==> src/rtl/lmcnt_multi.sv <==
// lmcnt_multi: local-memory controller streaming two operand vectors from
// selectable local memories to the NPU and writing NPU results back into a
// selectable destination memory. One job at a time; configuration is latched
// when a job starts.
module lmcnt_multi #(
  parameter int unsigned DW   = 8,
  parameter int unsigned AW   = 10,
  parameter int unsigned NMEM = 4,
  parameter int unsigned SW   = 2
) (
  input  logic                 CLK,
  input  logic                 RESET_X,
  input  logic                 SOFT_RESET,
  input  logic                 START,
  input  logic [AW-1:0]        LEN,
  input  logic [SW-1:0]        A_SEL,
  input  logic [SW-1:0]        B_SEL,
  input  logic [SW-1:0]        C_SEL,
  input  logic [AW-1:0]        A_BASE,
  input  logic [AW-1:0]        B_BASE,
  input  logic [AW-1:0]        C_BASE,
  output logic                 BUSY,
  output logic                 FINISH,
  output logic [NMEM*AW-1:0]   M_RADR,
  input  logic [NMEM*DW-1:0]   M_RDATA,
  output logic [NMEM-1:0]      M_WR,
  output logic [AW-1:0]        M_WADR,
  output logic [DW-1:0]        M_WDATA,
  output logic                 NPU_EN,
  output logic [DW-1:0]        A_RDATA,
  output logic [DW-1:0]        B_RDATA,
  input  logic                 LM_EN,
  input  logic [DW-1:0]        C_WDATA
);

  typedef enum logic [1:0] {
    S_IDLE  = 2'd0,
    S_RUN   = 2'd1,
    S_DRAIN = 2'd2
  } state_t;

  localparam logic [AW:0] CNT_ONE = 1;

  state_t        state_q, state_d;
  logic [AW:0]   rcnt_q, rcnt_d;
  logic [AW:0]   wcnt_q, wcnt_d;
  logic          finish_q, finish_d;

  // latched job configuration
  logic [AW:0]   len_q;
  logic [SW-1:0] asel_q, bsel_q, csel_q;
  logic [AW-1:0] abase_q, bbase_q, cbase_q;

  // read pipeline
  logic          rvld_q;
  logic          npu_en_q;
  logic [DW-1:0] a_q, a_d;
  logic [DW-1:0] b_q, b_d;

  logic          rst;
  logic          busy;
  logic          start_ok;
  logic          issue;
  logic          wr_ok;
  logic [AW-1:0] a_addr, b_addr;

  // Reset merge and per-cycle qualifiers for start, read issue and result acceptance.
  always_comb begin
    rst      = ~RESET_X | SOFT_RESET;
    busy     = (state_q != S_IDLE);
    start_ok = (state_q == S_IDLE) & START;
    issue    = (state_q == S_RUN);
    wr_ok    = busy & LM_EN & (wcnt_q < len_q);
  end

  // Capture the job configuration on an accepted start; LEN=0 becomes 2^AW.
  always_ff @(posedge CLK) begin
    if (rst) begin
      len_q   <= '0;
      asel_q  <= '0;
      bsel_q  <= '0;
      csel_q  <= '0;
      abase_q <= '0;
      bbase_q <= '0;
      cbase_q <= '0;
    end else if (start_ok) begin
      len_q   <= (LEN == '0) ? {1'b1, {AW{1'b0}}} : {1'b0, LEN};
      asel_q  <= A_SEL;
      bsel_q  <= B_SEL;
      csel_q  <= C_SEL;
      abase_q <= A_BASE;
      bbase_q <= B_BASE;
      cbase_q <= C_BASE;
    end
  end

  // Job state, read/write counters and the registered completion pulse.
  always_ff @(posedge CLK) begin
    if (rst) begin
      state_q  <= S_IDLE;
      rcnt_q   <= '0;
      wcnt_q   <= '0;
      finish_q <= 1'b0;
    end else begin
      state_q  <= state_d;
      rcnt_q   <= rcnt_d;
      wcnt_q   <= wcnt_d;
      finish_q <= finish_d;
    end
  end

  // Next-state logic: issue LEN reads in RUN, then wait in DRAIN for LEN results.
  always_comb begin
    state_d  = state_q;
    rcnt_d   = rcnt_q;
    finish_d = 1'b0;
    wcnt_d   = wr_ok ? (wcnt_q + CNT_ONE) : wcnt_q;
    case (state_q)
      S_IDLE: begin
        if (START) begin
          state_d = S_RUN;
          rcnt_d  = '0;
          wcnt_d  = '0;
        end
      end
      S_RUN: begin
        rcnt_d = rcnt_q + CNT_ONE;
        if (rcnt_q == (len_q - CNT_ONE)) begin
          state_d = S_DRAIN;
        end
      end
      S_DRAIN: begin
        if (wcnt_q == len_q) begin
          state_d  = S_IDLE;
          finish_d = 1'b1;
        end
      end
      default: begin
        state_d = S_IDLE;
      end
    endcase
  end

  // Per-memory read addresses; A is assigned last so it wins a shared select.
  always_comb begin
    a_addr = abase_q + rcnt_q[AW-1:0];
    b_addr = bbase_q + rcnt_q[AW-1:0];
    M_RADR = '0;
    if (issue) begin
      for (int unsigned i = 0; i < NMEM; i++) begin
        if (bsel_q == SW'(i)) begin
          M_RADR[i*AW +: AW] = b_addr;
        end
        if (asel_q == SW'(i)) begin
          M_RADR[i*AW +: AW] = a_addr;
        end
      end
    end
  end

  // Operand capture from the selected memories; out-of-range selects read as zero.
  always_comb begin
    a_d = a_q;
    b_d = b_q;
    if (rvld_q) begin
      a_d = '0;
      b_d = '0;
      for (int unsigned i = 0; i < NMEM; i++) begin
        if (asel_q == SW'(i)) begin
          a_d = M_RDATA[i*DW +: DW];
        end
        if (bsel_q == SW'(i)) begin
          b_d = M_RDATA[i*DW +: DW];
        end
      end
    end
  end

  // Two-stage read pipeline: address cycle, then data capture with NPU strobe.
  always_ff @(posedge CLK) begin
    if (rst) begin
      rvld_q   <= 1'b0;
      npu_en_q <= 1'b0;
      a_q      <= '0;
      b_q      <= '0;
    end else begin
      rvld_q   <= issue;
      npu_en_q <= rvld_q;
      a_q      <= a_d;
      b_q      <= b_d;
    end
  end

  // Result write-back; memory 0 and out-of-range selects never get a write strobe.
  always_comb begin
    M_WR = '0;
    for (int unsigned i = 1; i < NMEM; i++) begin
      if (wr_ok && (csel_q == SW'(i))) begin
        M_WR[i] = 1'b1;
      end
    end
    M_WADR  = cbase_q + wcnt_q[AW-1:0];
    M_WDATA = C_WDATA;
  end

  // Status and operand outputs.
  always_comb begin
    BUSY    = busy;
    FINISH  = finish_q;
    NPU_EN  = npu_en_q;
    A_RDATA = a_q;
    B_RDATA = b_q;
  end

endmodule

==> config.mk <==
export PLATFORM = sky130hd
export DESIGN_NAME = lmcnt_multi
export DESIGN_NICKNAME = d
export VERILOG_FILES = /design/src/rtl/lmcnt_multi.sv
export SDC_FILE = /design/constraint.sdc
export NUM_CORES = 1
export LEC_CHECK = 0
export ABC_AREA = 1
export BUFFER_PORTS_ARGS = -buffer_cell sky130_fd_sc_hd__buf_2
export CAP_MARGIN = 20
export CORE_ASPECT_RATIO = 1.2
export CORE_MARGIN = 2
export CORE_UTILIZATION = 44
export CTS_CLUSTER_DIAMETER = 40
export CTS_CLUSTER_SIZE = 10
export DETAILED_ROUTE_END_ITERATION = 10
export GPL_ROUTABILITY_DRIVEN = 0
export GPL_TIMING_DRIVEN = 0
export PLACE_DENSITY = 0.76
export SETUP_SLACK_MARGIN = 0.15
export SYNTH_ARGS = -nofsm -noshare
export SYNTH_HDL_FRONTEND = slang
export SYNTH_SLANG_ARGS = --single-unit
==> constraint.sdc <==
create_clock -name CLK -period 2.2 [get_ports CLK]
set_input_delay 0.33 -clock CLK [delete_from_list [all_inputs] [get_ports CLK]]
set_output_delay 0.33 -clock CLK [all_outputs]
set_load 0.03 [all_outputs]
==> flow_summary.html, run 1 <==
<table>
<tr><th>Metric</th><th>Value</th></tr>
<tr><th colspan="2">Die</th></tr>
<tr><td>Initial core utilization</td><td>45.0%</td></tr>
<tr><td>Floorplan die width</td><td>about 110 um</td></tr>
<tr><td>Std cell rows</td><td>48</td></tr>
<tr><td>I/O Pins</td><td>roughly 170</td></tr>
<tr><td>Core Area</td><td>approximately 0.014 mm^2</td></tr>
<tr><td>Chip Height</td><td>137 um</td></tr>
<tr><td>Die area</td><td>0.0157 mm^2</td></tr>
<tr><th colspan="2">Global routing</th></tr>
<tr><td>Global-route usage over all layers</td><td>31.7%</td></tr>
<tr><td>Vias in the first global route</td><td>7986</td></tr>
<tr><td>Grt ovf</td><td>0</td></tr>
<tr><td>First-pass GRT wire length</td><td>around 40000 um</td></tr>
<tr><td>Number of antenna violations at the first check in global routing</td><td>0</td></tr>
<tr><td>Pin count of the biggest net entering global routing</td><td>19</td></tr>
<tr><th colspan="2">Setup path</th></tr>
<tr><td>Kind of critical path</td><td>register to output pin</td></tr>
<tr><td>Startpoint type of the worst setup path</td><td>register</td></tr>
<tr><td>Endpoint type of the worst setup path</td><td>output pin</td></tr>
<tr><td>Launch instance of the worst register-to-register path</td><td>rcnt_q[1]$_SDFFE_PP0P_</td></tr>
<tr><td>Req. time, crit path</td><td>between 1500 and 2000 ps</td></tr>
<tr><td>Highest fanout seen on the critical path</td><td>3</td></tr>
<tr><td>CP arrival</td><td>2570 ps</td></tr>
<tr><td>Startpoint of the worst setup timing path</td><td>bbase_q[1]$_SDFFE_PP0P_</td></tr>
<tr><th colspan="2">Hold path</th></tr>
<tr><td>Class of the tightest hold or removal check</td><td>input pin to register</td></tr>
<tr><td>Worst hold path startpoint</td><td>C_BASE[9]</td></tr>
<tr><th colspan="2">Logic synthesis</th></tr>
<tr><td>Number of nets in the synthesized netlist</td><td>1113</td></tr>
<tr><td>Share of flip-flops with an asynchronous set or reset after synthesis</td><td>0%</td></tr>
<tr><td>Per-instance average area after synthesis</td><td>6.64 um^2</td></tr>
<tr><td>Post-synthesis sequential area ratio</td><td>27.8%</td></tr>
<tr><td>Post-Syn Area</td><td>0.00649 mm^2</td></tr>
<tr><td>Number of enable-type register cells in the synthesized netlist</td><td>0</td></tr>
<tr><td>Synthesized flop and latch total</td><td>90</td></tr>
<tr><td>Top post-synthesis cells by area</td><td>sky130_fd_sc_hd__dfxtp_1 (28%), sky130_fd_sc_hd__nand2_1 (8.3%), sky130_fd_sc_hd__ha_1 (7.9%)</td></tr>
<tr><td>Area share of the leading cell type in the synthesized netlist</td><td>27.8%</td></tr>
<tr><td>Post-synth top area cell</td><td>sky130_fd_sc_hd__dfxtp_1</td></tr>
<tr><td>Most frequently used flop master after synthesis</td><td>sky130_fd_sc_hd__dfxtp_1</td></tr>
<tr><td>YS warnings</td><td>0</td></tr>
<tr><td>Count of distinct cell types in the synthesized netlist</td><td>51</td></tr>
<tr><td>Gate count of the mapped netlist</td><td>978</td></tr>
<tr><th colspan="2">Outcome</th></tr>
<tr><td>Outcome</td><td>finished with violations</td></tr>
<tr><td>Violations in the final reports</td><td>setup timing</td></tr>
<tr><th colspan="2">Clock network</th></tr>
<tr><td>Clock latency of the later-clocked register in the worst-skew pair</td><td>around 350 ps</td></tr>
<tr><td>Num CTS Buffers</td><td>9</td></tr>
<tr><td>Max clock buf depth</td><td>2</td></tr>
<tr><td>Clock-pin slew reported for the worst setup and hold paths after clock tree synthesis</td><td>70 ps</td></tr>
<tr><td>Hold_buf cts</td><td>0</td></tr>
<tr><td>CTS HTree Levels</td><td>3</td></tr>
<tr><td>Number of sinks driven by the clock tree</td><td>90</td></tr>
<tr><td>CTS tree</td><td>yes</td></tr>
<tr><td>CTS Root Buffer Type</td><td>sky130_fd_sc_hd__clkbuf_16</td></tr>
<tr><th colspan="2">Timing</th></tr>
<tr><td>Final-report max-slew violation count</td><td>0</td></tr>
<tr><td>Clock Skew</td><td>15.6 ps</td></tr>
<tr><td>Unrepaired setup endpoints after global routing</td><td>true</td></tr>
<tr><td>Final setup violation count</td><td>between 40 and 50</td></tr>
<tr><td>Post-layout minimum cycle time</td><td>2900 ps</td></tr>
<tr><td>Final setup TNS</td><td>-17580 ps</td></tr>
<tr><td>Timing-limited maximum frequency</td><td>345 MHz</td></tr>
<tr><td>PnR worst setup slack</td><td>-699 ps</td></tr>
<tr><td>Crit share post-route</td><td>132%</td></tr>
<tr><td>Total count of hold-check failures in the final report</td><td>0</td></tr>
<tr><td>Actual transition at the worst max-transition pin</td><td>866 ps</td></tr>
<tr><td>Max_slew headroom</td><td>42.3%</td></tr>
<tr><th colspan="2">Route</th></tr>
<tr><td>Number of vias after detailed routing</td><td>8529</td></tr>
<tr><td>Routed length per instance</td><td>19.6 um</td></tr>
<tr><td>Count of unresolved DRC violations after routing</td><td>0</td></tr>
<tr><td>Total wire length</td><td>27600 um</td></tr>
<tr><td>Via density</td><td>6.06</td></tr>
<tr><td>First drt pass iteration count</td><td>6</td></tr>
<tr><td>Violation count after the first detailed-routing iteration</td><td>670</td></tr>
<tr><td>Count of antenna-violating nets left after detailed routing</td><td>0</td></tr>
<tr><th colspan="2">Finish</th></tr>
<tr><td>Net count, final</td><td>1362</td></tr>
<tr><td>Post-layout instance count excluding filler cells</td><td>1407</td></tr>
<tr><td>Share of layout cells above drive strength 1</td><td>48.3%</td></tr>
<tr><td>Fill count</td><td>1014</td></tr>
<tr><td>Area grow syn2layout</td><td>59.6%</td></tr>
<tr><td>Diodes inserted</td><td>0</td></tr>
<tr><th colspan="2">Placement</th></tr>
<tr><td>Half-perimeter wire length after detailed placement</td><td>between 15000 and 20000 um</td></tr>
<tr><td>Placed Instances</td><td>between 1000 and 1500</td></tr>
<tr><td>Number of I/O port buffers</td><td>162</td></tr>
<tr><th colspan="2">Power</th></tr>
<tr><td>Power per standard cell area</td><td>407 mW/mm^2</td></tr>
<tr><td>Maximum ir drop on the vdd rail</td><td>around 380 uV</td></tr>
<tr><td>Leakage power total</td><td>4.39 nW</td></tr>
<tr><th colspan="2">Run</th></tr>
<tr><td>Maximum Capacitance Violations</td><td>0</td></tr>
</table>
## per-stage QoR
| step | util, % | hold WS [ps] | instance area, um^2 | total power, W | setup WS (ps) |
|---|---|---|---|---|---|
| 2_1_floorplan | - | 458 | 6840 | 0.00225 | -19.2 |
| 3_3_place_gp | 54.6 | 474 | 7870 | 0.00250 | -291 |
| 3_5_place_dp | 54.6 | 481 | 7870 | 0.00251 | -316 |
| 4_1_cts | 68.4 | 205 | 9850 | 0.00413 | -476 |
| 5_1_grt | 71.9 | 221 | 10400 | 0.00437 | -747 |
| 6_report | 71.9 | 209 | 10400 | 0.00422 | -699 |
## path summary, 6_finish.rpt
| path | endpoint | slack, ps | depth (start not counted) |
|---|---|---|---|
| max reg2reg | rcnt_q[9]$_SDFFE_PP0P_ | 290 | 10 |
| max | M_RADR[26] | -700 | 13 |
| min reg2reg | rcnt_q[10]$_SDFFE_PP0P_ | 490 | 1 |
| min | cbase_q[9]$_SDFFE_PP0P_ | 210 | 3 |
## cells in the mapped netlist, types with 2 or more instances
master and number:
sky130_fd_sc_hd__nand2_1 144, sky130_fd_sc_hd__o21ai_2 3, sky130_fd_sc_hd__o31ai_1 3, sky130_fd_sc_hd__o211ai_1 2, sky130_fd_sc_hd__buf_2 16, sky130_fd_sc_hd__clkbuf_1 19
sky130_fd_sc_hd__a22oi_1 2, sky130_fd_sc_hd__o21ai_0 94, sky130_fd_sc_hd__xnor2_1 8, sky130_fd_sc_hd__nor4_1 3, sky130_fd_sc_hd__a211oi_1 4, sky130_fd_sc_hd__a22o_1 8
sky130_fd_sc_hd__o211a_1 2, sky130_fd_sc_hd__a31oi_1 15, sky130_fd_sc_hd__inv_2 13, sky130_fd_sc_hd__inv_1 97, sky130_fd_sc_hd__ha_1 41, sky130_fd_sc_hd__nor3_1 13
sky130_fd_sc_hd__nand4_1 14, sky130_fd_sc_hd__buf_4 11, sky130_fd_sc_hd__nand3_2 2, sky130_fd_sc_hd__dfxtp_1 90, sky130_fd_sc_hd__o21bai_1 2, sky130_fd_sc_hd__o21ai_1 23
sky130_fd_sc_hd__or2_1 3, sky130_fd_sc_hd__nor2_1 119, sky130_fd_sc_hd__xor2_1 18, sky130_fd_sc_hd__o22ai_1 8, sky130_fd_sc_hd__nor2_4 2, sky130_fd_sc_hd__fa_1 3
sky130_fd_sc_hd__nand3_1 72, sky130_fd_sc_hd__nor2_2 14, sky130_fd_sc_hd__a21oi_1 86, sky130_fd_sc_hd__a221oi_1 7
## worst max-delay path, stage by stage, from the launching register on
cell and delay, ps:
sky130_fd_sc_hd__dfxtp_1 430, sky130_fd_sc_hd__inv_1 150, sky130_fd_sc_hd__fa_2 400, sky130_fd_sc_hd__inv_2 80, sky130_fd_sc_hd__a21oi_2 60, sky130_fd_sc_hd__o21ai_2 200
sky130_fd_sc_hd__and2_4 180, sky130_fd_sc_hd__nor2_1 40, sky130_fd_sc_hd__nand2_1 70, sky130_fd_sc_hd__nand2_2 110, sky130_fd_sc_hd__o21ai_1 170, sky130_fd_sc_hd__inv_1 90
sky130_fd_sc_hd__nor2_4 110, sky130_fd_sc_hd__buf_6 130
## power by group
| part | internal, W | switching, W |
|---|---|---|
| logic | 0.000368 | 0.000613 |
| registers | 0.00165 | 0.0000461 |
| clock network | 0.000800 | 0.000748 |
| total | 0.00282 | 0.00141 |
## kinds of logic (layout without fill, tap and decap cells)
kind of cell	after synthesis	in the layout	share of synthesized area (%)
XOR/XNOR	27	27	3.76
AO/OA/AOI/OAI	266	266	23.2
AND/OR/NAND/NOR	391	391	26.3
other	1	1	0.0578
adder cells (fa/ha/maj)	44	44	8.83
flip-flops	90	90	27.8
buffers and inverters	159	413	10.2
## what timing repair did
item / 4_1_cts / 5_1_grt
cloned: 0 / 0
resized for setup: 345 / 96
pin swaps: 85 / 58
buffers inserted: 55 / 21
endpoints found under the setup margin: 52 / 51
## sequential cells by signal, summed over array words and instances (netlist names), 8 cells and up
name and count:
wcnt_q 11, cbase_q 10, len_q 11, bbase_q 10, abase_q 10, rcnt_q 11
A_RDATA 8, B_RDATA 8
## final cells by class
cell class	count	area, um^2	area share [%]
well taps	175	219	2.11
repair buffers	238	1730	16.7
clock buffers	9	225	2.17
multi-input cells	729	5480	52.9
clock inverters	7	68.8	0.664
inverters	111	437	4.21
flip-flops and latches	90	1910	18.4
plain buffers	48	297	2.86
## cell usage in the layout, fill, tap and decap left out, drive strengths merged, types with 3 or more instances in the layout
cell and n:
a211oi 4, a21oi 86, a221oi 7, a22o 8, a31oi 15, buf 270, clkbuf 25, clkinv 3
dfxtp 90, fa 3, ha 41, inv 114, nand2 145, nand3 74, nand4 14, nor2 135
nor3 14, nor4 3, o21ai 120, o22ai 8, o31ai 3, or2 3, xnor2 8, xor2 19
## per-layer routing
layer / routed length [um] / track usage [%] / vias up
met5: 0 / 0 / -
met4: 2060 / 17.9 / 0
met3: 2230 / 4.87 / 172
met2: 13600 / 57.7 / 622
met1: 9680 / 34.6 / 3919
li1: - / - / 3816
Note: power is estimated with default switching activity, not from simulation.
==> inputs of run 2 (changes only) <==
CTS_CLUSTER_SIZE = default   (was 10)
RECOVER_POWER = 25   (was default)
==> flow_summary.html, run 2 (synthesis gave the netlist of run 1 again) <==
<table>
<tr><th>Metric</th><th>Value</th></tr>
<tr><th colspan="2">Setup path</th></tr>
<tr><td>Kind of critical path</td><td>register to output pin</td></tr>
<tr><td>Slowest stage cell, crit path</td><td>sky130_fd_sc_hd__dfxtp_4</td></tr>
<tr><td>Highest fanout seen on the critical path</td><td>3 (unchanged)</td></tr>
<tr><td>Maximum single-stage delay on the critical path</td><td>400 ps (-30 ps)</td></tr>
<tr><td>CP arrival</td><td>2570 ps (about the same)</td></tr>
<tr><td>Startpoint type of the worst setup path</td><td>register</td></tr>
<tr><td>Req. time, crit path</td><td>1870 ps (about the same)</td></tr>
<tr><td>Critical-path cell list</td><td>ha_4 &gt; inv_4 &gt; fa_2 &gt; inv_2 &gt; a21oi_2 &gt; o21ai_2 &gt; and2_4 &gt; nor2_1 &gt; nand2_1 &gt; nand2_2 &gt; o21ai_1 &gt; inv_1 &gt; nor2_4 &gt; buf_6</td></tr>
<tr><td>Endpoint type of the worst setup path</td><td>output pin</td></tr>
<tr><th colspan="2">Global routing</th></tr>
<tr><td>Fraction of met3 tracks used by global routing</td><td>4.87% (unchanged)</td></tr>
<tr><td>Layer carrying the most global-route usage</td><td>met2</td></tr>
<tr><td>Vias in the first global route</td><td>7986 (unchanged)</td></tr>
<tr><td>Number of antenna violations at the first check in global routing</td><td>0 (unchanged)</td></tr>
<tr><td>First-pass GRT wire length</td><td>39200 um (unchanged)</td></tr>
<tr><td>Pin count of the biggest net entering global routing</td><td>19 (unchanged)</td></tr>
<tr><td>Global-route usage over all layers</td><td>31.7% (unchanged)</td></tr>
<tr><td>Met1 Track Usage GR</td><td>34.6% (unchanged)</td></tr>
<tr><td>Grt ovf</td><td>0 (unchanged)</td></tr>
<tr><td>Met2 Track Usage GR</td><td>57.7% (unchanged)</td></tr>
<tr><th colspan="2">Timing</th></tr>
<tr><td>Actual transition at the worst max-transition pin</td><td>864 ps (-2.38 ps)</td></tr>
<tr><td>Max_slew headroom</td><td>42.4% (+0.16 points)</td></tr>
<tr><td>Clock Skew</td><td>15.0 ps (-0.532 ps)</td></tr>
<tr><td>Unrepaired setup endpoints after global routing</td><td>true</td></tr>
<tr><td>Total count of hold-check failures in the final report</td><td>0 (unchanged)</td></tr>
<tr><td>PnR worst setup slack</td><td>-698 ps (+0.814 ps)</td></tr>
<tr><td>Post-layout minimum cycle time</td><td>2900 ps (-0.814 ps)</td></tr>
<tr><td>Final setup violation count</td><td>43 (-4.4%)</td></tr>
<tr><td>Timing-limited maximum frequency</td><td>345 MHz (about the same)</td></tr>
<tr><td>Final-report max-slew violation count</td><td>0 (unchanged)</td></tr>
<tr><td>Crit share post-route</td><td>132% (about the same)</td></tr>
<tr><th colspan="2">Clock network</th></tr>
<tr><td>CTS HTree Levels</td><td>3 (unchanged)</td></tr>
<tr><td>Clock latency of the later-clocked register in the worst-skew pair</td><td>350 ps (about the same)</td></tr>
<tr><td>CTS Root Buffer Type</td><td>sky130_fd_sc_hd__clkbuf_16</td></tr>
<tr><td>Clock-pin slew reported for the worst setup and hold paths after clock tree synthesis</td><td>70 ps (about the same)</td></tr>
<tr><td>CTS tree</td><td>yes</td></tr>
<tr><td>Number of sinks driven by the clock tree</td><td>90 (unchanged)</td></tr>
<tr><td>Num CTS Buffers</td><td>9 (unchanged)</td></tr>
<tr><td>Max clock buf depth</td><td>2 (unchanged)</td></tr>
<tr><th colspan="2">Route</th></tr>
<tr><td>Number of vias after detailed routing</td><td>8454 (-0.88%)</td></tr>
<tr><td>Via density</td><td>6.01 (-0.88%)</td></tr>
<tr><td>Violation count after the first detailed-routing iteration</td><td>744 (+11%)</td></tr>
<tr><td>Total wire length</td><td>27600 um (about the same)</td></tr>
<tr><td>First drt pass iteration count</td><td>5 (-1)</td></tr>
<tr><td>Count of unresolved DRC violations after routing</td><td>0 (unchanged)</td></tr>
<tr><td>Count of antenna-violating nets left after detailed routing</td><td>0 (unchanged)</td></tr>
<tr><td>Routed length per instance</td><td>19.6 um (about the same)</td></tr>
<tr><th colspan="2">Power</th></tr>
<tr><td>Switch share</td><td>33.3% (-0.034 points)</td></tr>
<tr><td>Maximum ir drop on the vdd rail</td><td>376 uV (-0.24%)</td></tr>
<tr><td>Power per standard cell area</td><td>408 mW/mm^2 (about the same)</td></tr>
<tr><td>Internal portion of total power</td><td>0.00281 W (-0.10%)</td></tr>
<tr><td>Sequential share of power</td><td>40.2% (about the same)</td></tr>
<tr><td>Psw</td><td>0.00140 W (-0.26%)</td></tr>
<tr><td>Clock network power share</td><td>36.6% (about the same)</td></tr>
<tr><td>Combinational Power Share</td><td>23.2% (about the same)</td></tr>
<tr><td>Leakage power total</td><td>4.33 nW (-1.3%)</td></tr>
<tr><th colspan="2">Placement</th></tr>
<tr><td>Pre-CTS setup slack</td><td>-316 ps (unchanged)</td></tr>
<tr><td>Half-perimeter wire length after detailed placement</td><td>17000 um (unchanged)</td></tr>
<tr><td>Cell area reported after detailed placement</td><td>0.00787 mm^2 (unchanged)</td></tr>
<tr><td>Number of I/O port buffers</td><td>162 (unchanged)</td></tr>
<tr><th colspan="2">Hold path</th></tr>
<tr><td>Class of the tightest hold or removal check</td><td>input pin to register</td></tr>
<tr><th colspan="2">Die</th></tr>
<tr><td>Chip Height</td><td>137 um (unchanged)</td></tr>
<tr><td>Floorplan die width</td><td>115 um (unchanged)</td></tr>
<tr><td>Die area</td><td>0.0157 mm^2 (unchanged)</td></tr>
<tr><td>Initial core utilization</td><td>45.0% (unchanged)</td></tr>
<tr><td>Core Area</td><td>0.0144 mm^2 (unchanged)</td></tr>
<tr><td>I/O Pins</td><td>172 (unchanged)</td></tr>
<tr><td>Std cell rows</td><td>48 (unchanged)</td></tr>
<tr><th colspan="2">Outcome</th></tr>
<tr><td>Outcome</td><td>finished with violations</td></tr>
<tr><td>Violations in the final reports</td><td>setup timing</td></tr>
<tr><th colspan="2">Finish</th></tr>
<tr><td>Net count, final</td><td>1362 (unchanged)</td></tr>
<tr><td>Area of all placed cells without fillers</td><td>0.0103 mm^2 (-0.24%)</td></tr>
<tr><td>Area grow syn2layout</td><td>59.3%</td></tr>
<tr><td>Most common cell after layout, fill and taps aside</td><td>sky130_fd_sc_hd__buf_2</td></tr>
<tr><td>Share of layout cells above drive strength 1</td><td>46.8% (-1.5 points)</td></tr>
<tr><td>Most used cells in the layout excluding fill and tap cells</td><td>sky130_fd_sc_hd__buf_2 (108), sky130_fd_sc_hd__nand2_1 (104), sky130_fd_sc_hd__nor2_1 (99)</td></tr>
<tr><td>Registers with the highest flip-flop counts</td><td>len_q x11, rcnt_q x11, wcnt_q x11</td></tr>
<tr><td>Diodes inserted</td><td>0 (unchanged)</td></tr>
<tr><th colspan="2">Run</th></tr>
<tr><td>Maximum Capacitance Violations</td><td>0 (unchanged)</td></tr>
</table>
run 2: cell types whose count changed in the layout (fill, tap and decap cells not counted), sizes merged:
| cell | change |
|---|---|
| clkbuf | +16 |
| buf | -16 |
run 2: through the flow:
stage	cells	util, %	setup TNS, ps	hold slack, ps	total power [W]
3_5_place_dp	1315	54.6	-5990	481	0.00251
5_1_grt	1407	71.7	-19920	221	0.00437
4_1_cts	1386	68.4	-12560	205	0.00413
6_report	1407	71.7	-17650	209	0.00422
3_3_place_gp	1315	54.6	-5270	474	0.00250
2_1_floorplan	978	-	-55.7	458	0.00225
run 2: timing repair:
item	CTS	global route
gates resized for setup	345	96
endpoints found under the setup margin	52	51
hold buffers	0	0
pin swaps	85	58
buffers inserted	55	21
run 2: worst max-delay path, delay by kind of cell (launching register included):
kind	cells	cell delay (ps)
adder cells (fa/ha/maj)	2	530
buffers and inverters	4	350
flip-flops	1	400
AND/OR/NAND/NOR	5	510
AO/OA/AOI/OAI	3	440
run 2: worst paths after layout:
check / start / end / slack [ps] / cells after the start
max reg2reg: rcnt_q[1]$_SDFFE_PP0P_ / rcnt_q[9]$_SDFFE_PP0P_ / 260 / 10
min reg2reg: rcnt_q[10]$_SDFFE_PP0P_ / rcnt_q[10]$_SDFFE_PP0P_ / 490 / 1
max: rcnt_q[0]$_SDFFE_PP0P_ / M_RADR[26] / -700 / 14
min: A_BASE[7] / abase_q[7]$_SDFFE_PP0P_ / 210 / 3
run 2: layout make-up:
class | instances | area (um^2)
plain buffers | 48 | 297
repair buffers | 238 | 1710
clock buffers | 9 | 225
clock inverters | 7 | 68.8
flip-flops and latches | 90 | 1910
multi-input cells | 729 | 5480
well taps | 175 | 219
inverters | 111 | 437
fillers | 1028 | 4070
run 2: power groups by stage:
stage / combinational (W) / sequential (W) / clock, W
after floorplan: 0.000511 / 0.00174 / 0
after global placement: 0.000756 / 0.00174 / 0
after detailed placement: 0.000764 / 0.00174 / 0
after CTS: 0.000887 / 0.00169 / 0.00155
after global routing: 0.00105 / 0.00170 / 0.00163
final: 0.000979 / 0.00169 / 0.00154
run 2: metal layers:
| layer | vias up | part of all wire (%) |
|---|---|---|
| li1 | 3812 | - |
| met1 | 3872 | 35 |
| met2 | 601 | 49 |
| met3 | 169 | 8.1 |
| met4 | 0 | 7.7 |
| met5 | - | 0 |
==> inputs of run 3 (changes only) <==
PLACE_DENSITY = 0.74   (was 0.76)
clock period = 2.77 ns   (was 2.2 ns; I/O delays follow)
==> flow_summary.html, run 3 (synthesis gave the netlist of run 1 again) <==
<table>
<tr><th>Metric</th><th>Value</th></tr>
<tr><th colspan="2">Outcome</th></tr>
<tr><td>Outcome</td><td>finished with violations</td></tr>
<tr><td>Violations in the final reports</td><td>setup timing</td></tr>
<tr><th colspan="2">Setup path</th></tr>
<tr><td>Cell depth of the worst flop-to-flop path</td><td>11 (+1)</td></tr>
<tr><td>Req. time, crit path</td><td>2350 ps (+480 ps)</td></tr>
<tr><td>Kind of critical path</td><td>register to output pin</td></tr>
<tr><td>Critical path depth</td><td>14 (unchanged)</td></tr>
<tr><td>Cell class contributing the biggest share of worst-path delay</td><td>simple AND/OR/NAND/NOR gates</td></tr>
<tr><td>CP arrival</td><td>2490 ps (-80 ps)</td></tr>
<tr><td>Launch instance of the worst register-to-register path</td><td>len_q[0]$_SDFFE_PP0P_</td></tr>
<tr><td>Startpoint of the worst setup timing path</td><td>rcnt_q[0]$_SDFFE_PP0P_</td></tr>
<tr><td>Slowest stage cell, crit path</td><td>sky130_fd_sc_hd__dfxtp_4</td></tr>
<tr><td>Endpoint of the most critical setup path</td><td>M_RADR[28]</td></tr>
<tr><td>RR Endpoint</td><td>state_q[0]$_SDFFE_PP0P_</td></tr>
<tr><td>Endpoint type of the worst setup path</td><td>output pin</td></tr>
<tr><td>Maximum single-stage delay on the critical path</td><td>410 ps (about the same)</td></tr>
<tr><td>Worst reg2reg setup slack</td><td>910 ps (+650 ps)</td></tr>
<tr><td>Critical-path cell list</td><td>ha_4 &gt; inv_4 &gt; fa_2 &gt; inv_2 &gt; a21oi_2 &gt; o21ai_4 &gt; nand4_1 &gt; nand2_2 &gt; nand2_4 &gt; nand3_2 &gt; nand2_1 &gt; nand2_1 &gt; nor2_1 &gt; buf_4</td></tr>
<tr><td>Startpoint type of the worst setup path</td><td>register</td></tr>
<tr><td>Highest fanout seen on the critical path</td><td>4 (+1)</td></tr>
<tr><td>Library cell appearing most often on the critical path</td><td>sky130_fd_sc_hd__nand2_1</td></tr>
<tr><td>Worst Path Buf+Inv</td><td>3 (-1)</td></tr>
<tr><th colspan="2">Timing</th></tr>
<tr><td>Final-report max-slew violation count</td><td>0 (unchanged)</td></tr>
<tr><td>Max_slew headroom</td><td>56.2% (+14 points)</td></tr>
<tr><td>Final setup violation count</td><td>12 (-72%)</td></tr>
<tr><td>Clock Skew</td><td>10.5 ps (-4.50 ps)</td></tr>
<tr><td>PnR worst setup slack</td><td>-134 ps (+564 ps)</td></tr>
<tr><td>Crit share post-route</td><td>105%</td></tr>
<tr><td>Total count of hold-check failures in the final report</td><td>0 (unchanged)</td></tr>
<tr><td>Post-Route Hold Slack</td><td>294 ps (+84.3 ps)</td></tr>
<tr><td>Actual transition at the worst max-transition pin</td><td>657 ps (-207 ps)</td></tr>
<tr><td>Final setup TNS</td><td>-1280 ps (+16370 ps)</td></tr>
<tr><td>Post-layout minimum cycle time</td><td>just under 3000 ps</td></tr>
<tr><td>Timing-limited maximum frequency</td><td>344 MHz</td></tr>
<tr><td>Unrepaired setup endpoints after global routing</td><td>true</td></tr>
<tr><th colspan="2">Global routing</th></tr>
<tr><td>Pin count of the biggest net entering global routing</td><td>19 (unchanged)</td></tr>
<tr><td>First-pass GRT wire length</td><td>33600 um (-14%)</td></tr>
<tr><td>Grt ovf</td><td>0 (unchanged)</td></tr>
<tr><td>Global-route usage over all layers</td><td>27.0% (-4.7 points)</td></tr>
<tr><td>Vias in the first global route</td><td>6943 (-13%)</td></tr>
<tr><td>Number of antenna violations at the first check in global routing</td><td>0 (unchanged)</td></tr>
<tr><th colspan="2">Clock network</th></tr>
<tr><td>CTS HTree Levels</td><td>3 (unchanged)</td></tr>
<tr><td>Num CTS Buffers</td><td>9 (unchanged)</td></tr>
<tr><td>Number of sinks driven by the clock tree</td><td>90 (unchanged)</td></tr>
<tr><td>Max clock buf depth</td><td>2 (unchanged)</td></tr>
<tr><td>CTS Root Buffer Type</td><td>sky130_fd_sc_hd__clkbuf_16</td></tr>
<tr><td>Clock-pin slew reported for the worst setup and hold paths after clock tree synthesis</td><td>70 ps (about the same)</td></tr>
<tr><td>Hold_buf cts</td><td>0 (unchanged)</td></tr>
<tr><td>CTS tree</td><td>yes</td></tr>
<tr><td>Clock latency of the later-clocked register in the worst-skew pair</td><td>350 ps (about the same)</td></tr>
<tr><th colspan="2">Die</th></tr>
<tr><td>I/O Pins</td><td>172 (unchanged)</td></tr>
<tr><td>Die area</td><td>0.0157 mm^2 (unchanged)</td></tr>
<tr><td>Std cell rows</td><td>48 (unchanged)</td></tr>
<tr><td>Core Area</td><td>0.0144 mm^2 (unchanged)</td></tr>
<tr><td>Floorplan die width</td><td>115 um (unchanged)</td></tr>
<tr><td>Chip Height</td><td>137 um (unchanged)</td></tr>
<tr><td>Initial core utilization</td><td>45.0% (unchanged)</td></tr>
<tr><th colspan="2">Power</th></tr>
<tr><td>Power per standard cell area</td><td>367 mW/mm^2 (-9.9%)</td></tr>
<tr><td>Leakage power total</td><td>3.73 nW (-14%)</td></tr>
<tr><td>Maximum ir drop on the vdd rail</td><td>302 uV (-20%)</td></tr>
<tr><td>Sum of internal, switching and leakage power</td><td>0.00323 W (-23%)</td></tr>
<tr><th colspan="2">Finish</th></tr>
<tr><td>Area grow syn2layout</td><td>35.5%</td></tr>
<tr><td>Registers with the highest flip-flop counts</td><td>len_q x11, rcnt_q x11, wcnt_q x11</td></tr>
<tr><td>Diodes inserted</td><td>0 (unchanged)</td></tr>
<tr><td>Most used cells in the layout excluding fill and tap cells</td><td>sky130_fd_sc_hd__nand2_1 (133), sky130_fd_sc_hd__buf_2 (116), sky130_fd_sc_hd__nor2_1 (115)</td></tr>
<tr><td>Net count, final</td><td>1303 (-4.3%)</td></tr>
<tr><td>Share of layout cells above drive strength 1</td><td>31.0% (-16 points)</td></tr>
<tr><td>Post-route core utilization</td><td>61.0% (-11 points)</td></tr>
<tr><td>Most common cell after layout, fill and taps aside</td><td>sky130_fd_sc_hd__nand2_1</td></tr>
<tr><th colspan="2">Route</th></tr>
<tr><td>Count of unresolved DRC violations after routing</td><td>0 (unchanged)</td></tr>
<tr><td>First drt pass iteration count</td><td>7 (+2)</td></tr>
<tr><td>Total wire length</td><td>23400 um (-15%)</td></tr>
<tr><td>Violation count after the first detailed-routing iteration</td><td>677 (-9.0%)</td></tr>
<tr><td>Via density</td><td>5.79 (-3.7%)</td></tr>
<tr><td>Count of antenna-violating nets left after detailed routing</td><td>0 (unchanged)</td></tr>
<tr><td>Number of vias after detailed routing</td><td>7802 (-7.7%)</td></tr>
<tr><td>Routed length per instance</td><td>17.3 um (-12%)</td></tr>
<tr><th colspan="2">Placement</th></tr>
<tr><td>Half-perimeter wire length after detailed placement</td><td>16900 um (-0.29%)</td></tr>
<tr><td>Number of I/O port buffers</td><td>162 (unchanged)</td></tr>
<tr><th colspan="2">Run</th></tr>
<tr><td>Maximum Capacitance Violations</td><td>0 (unchanged)</td></tr>
<tr><th colspan="2">Hold path</th></tr>
<tr><td>Class of the tightest hold or removal check</td><td>input pin to register</td></tr>
</table>
==> run 3: layout make-up <==
type / instances / area, um^2
Sequential cell: 90 / 1860
Timing Repair Buffer: 179 / 1070
Buffer: 48 / 251
Inverter: 111 / 425
Fill cell: 1324 / 5620
Clock inverter: 7 / 66.3
Tap cell: 175 / 219
Multi-Input combinational cell: 729 / 4680
Clock buffer: 9 / 225
==> run 3: worst min-delay path, delay by kind of cell <==
kind | cells | cell delay (ps)
AND/OR/NAND/NOR | 2 | 110
buffers and inverters | 1 | 70
==> run 3: how the worst min path moves through the flow <==
stage | start | to | slack (ps) | cells past startpoint
floorplan | rcnt_q[10]$_SDFFE_PP0P_ | rcnt_q[10]$_SDFFE_PP0P_ | 460 | 1
global placement | rcnt_q[10]$_SDFFE_PP0P_ | rcnt_q[10]$_SDFFE_PP0P_ | 470 | 1
detailed placement | rcnt_q[10]$_SDFFE_PP0P_ | rcnt_q[10]$_SDFFE_PP0P_ | 480 | 1
CTS | C_BASE[7] | cbase_q[7]$_SDFFE_PP0P_ | 290 | 3
global route | A_BASE[3] | abase_q[3]$_SDFFE_PP0P_ | 310 | 3
finish | C_BASE[6] | cbase_q[6]$_SDFFE_PP0P_ | 290 | 3
==> run 3: routing by layer <==
metal,track usage (%),vias to the layer above,part of all wire [%]
met1,31.3,3567,37
met5,0,-,0
met3,4.52,89,8.2
met4,13.4,0,4.5
li1,-,3691,-
met2,47.7,455,50
==> run 3: metrics by stage <==
stage | instances | setup WS, ps | instance area [um^2]
final | 1348 | -134 | 8790
after floorplan | 978 | 163 | 6490
after global placement | 1315 | -114 | 7520
after detailed placement | 1315 | -147 | 7520
after global routing | 1348 | -211 | 8790
after CTS | 1336 | -124 | 8150
==> run 3: repair_timing <==
| item | in CTS | in global routing |
|---|---|---|
| pin swaps | 20 | 52 |
| endpoints found under the setup margin | 45 | 40 |
| cloned | 0 | 0 |
| resized for setup | 91 | 161 |
| buffers inserted | 5 | 12 |
==> run 3: where the power goes <==
part | total (W) | switching [W] | internal [W]
Combinational | 0.000652 | 0.000421 | 0.000231
Sequential | 0.00135 | 0.0000335 | 0.00132
Clock | 0.00123 | 0.000593 | 0.000633
Total | 0.00323 | 0.00105 | 0.00218
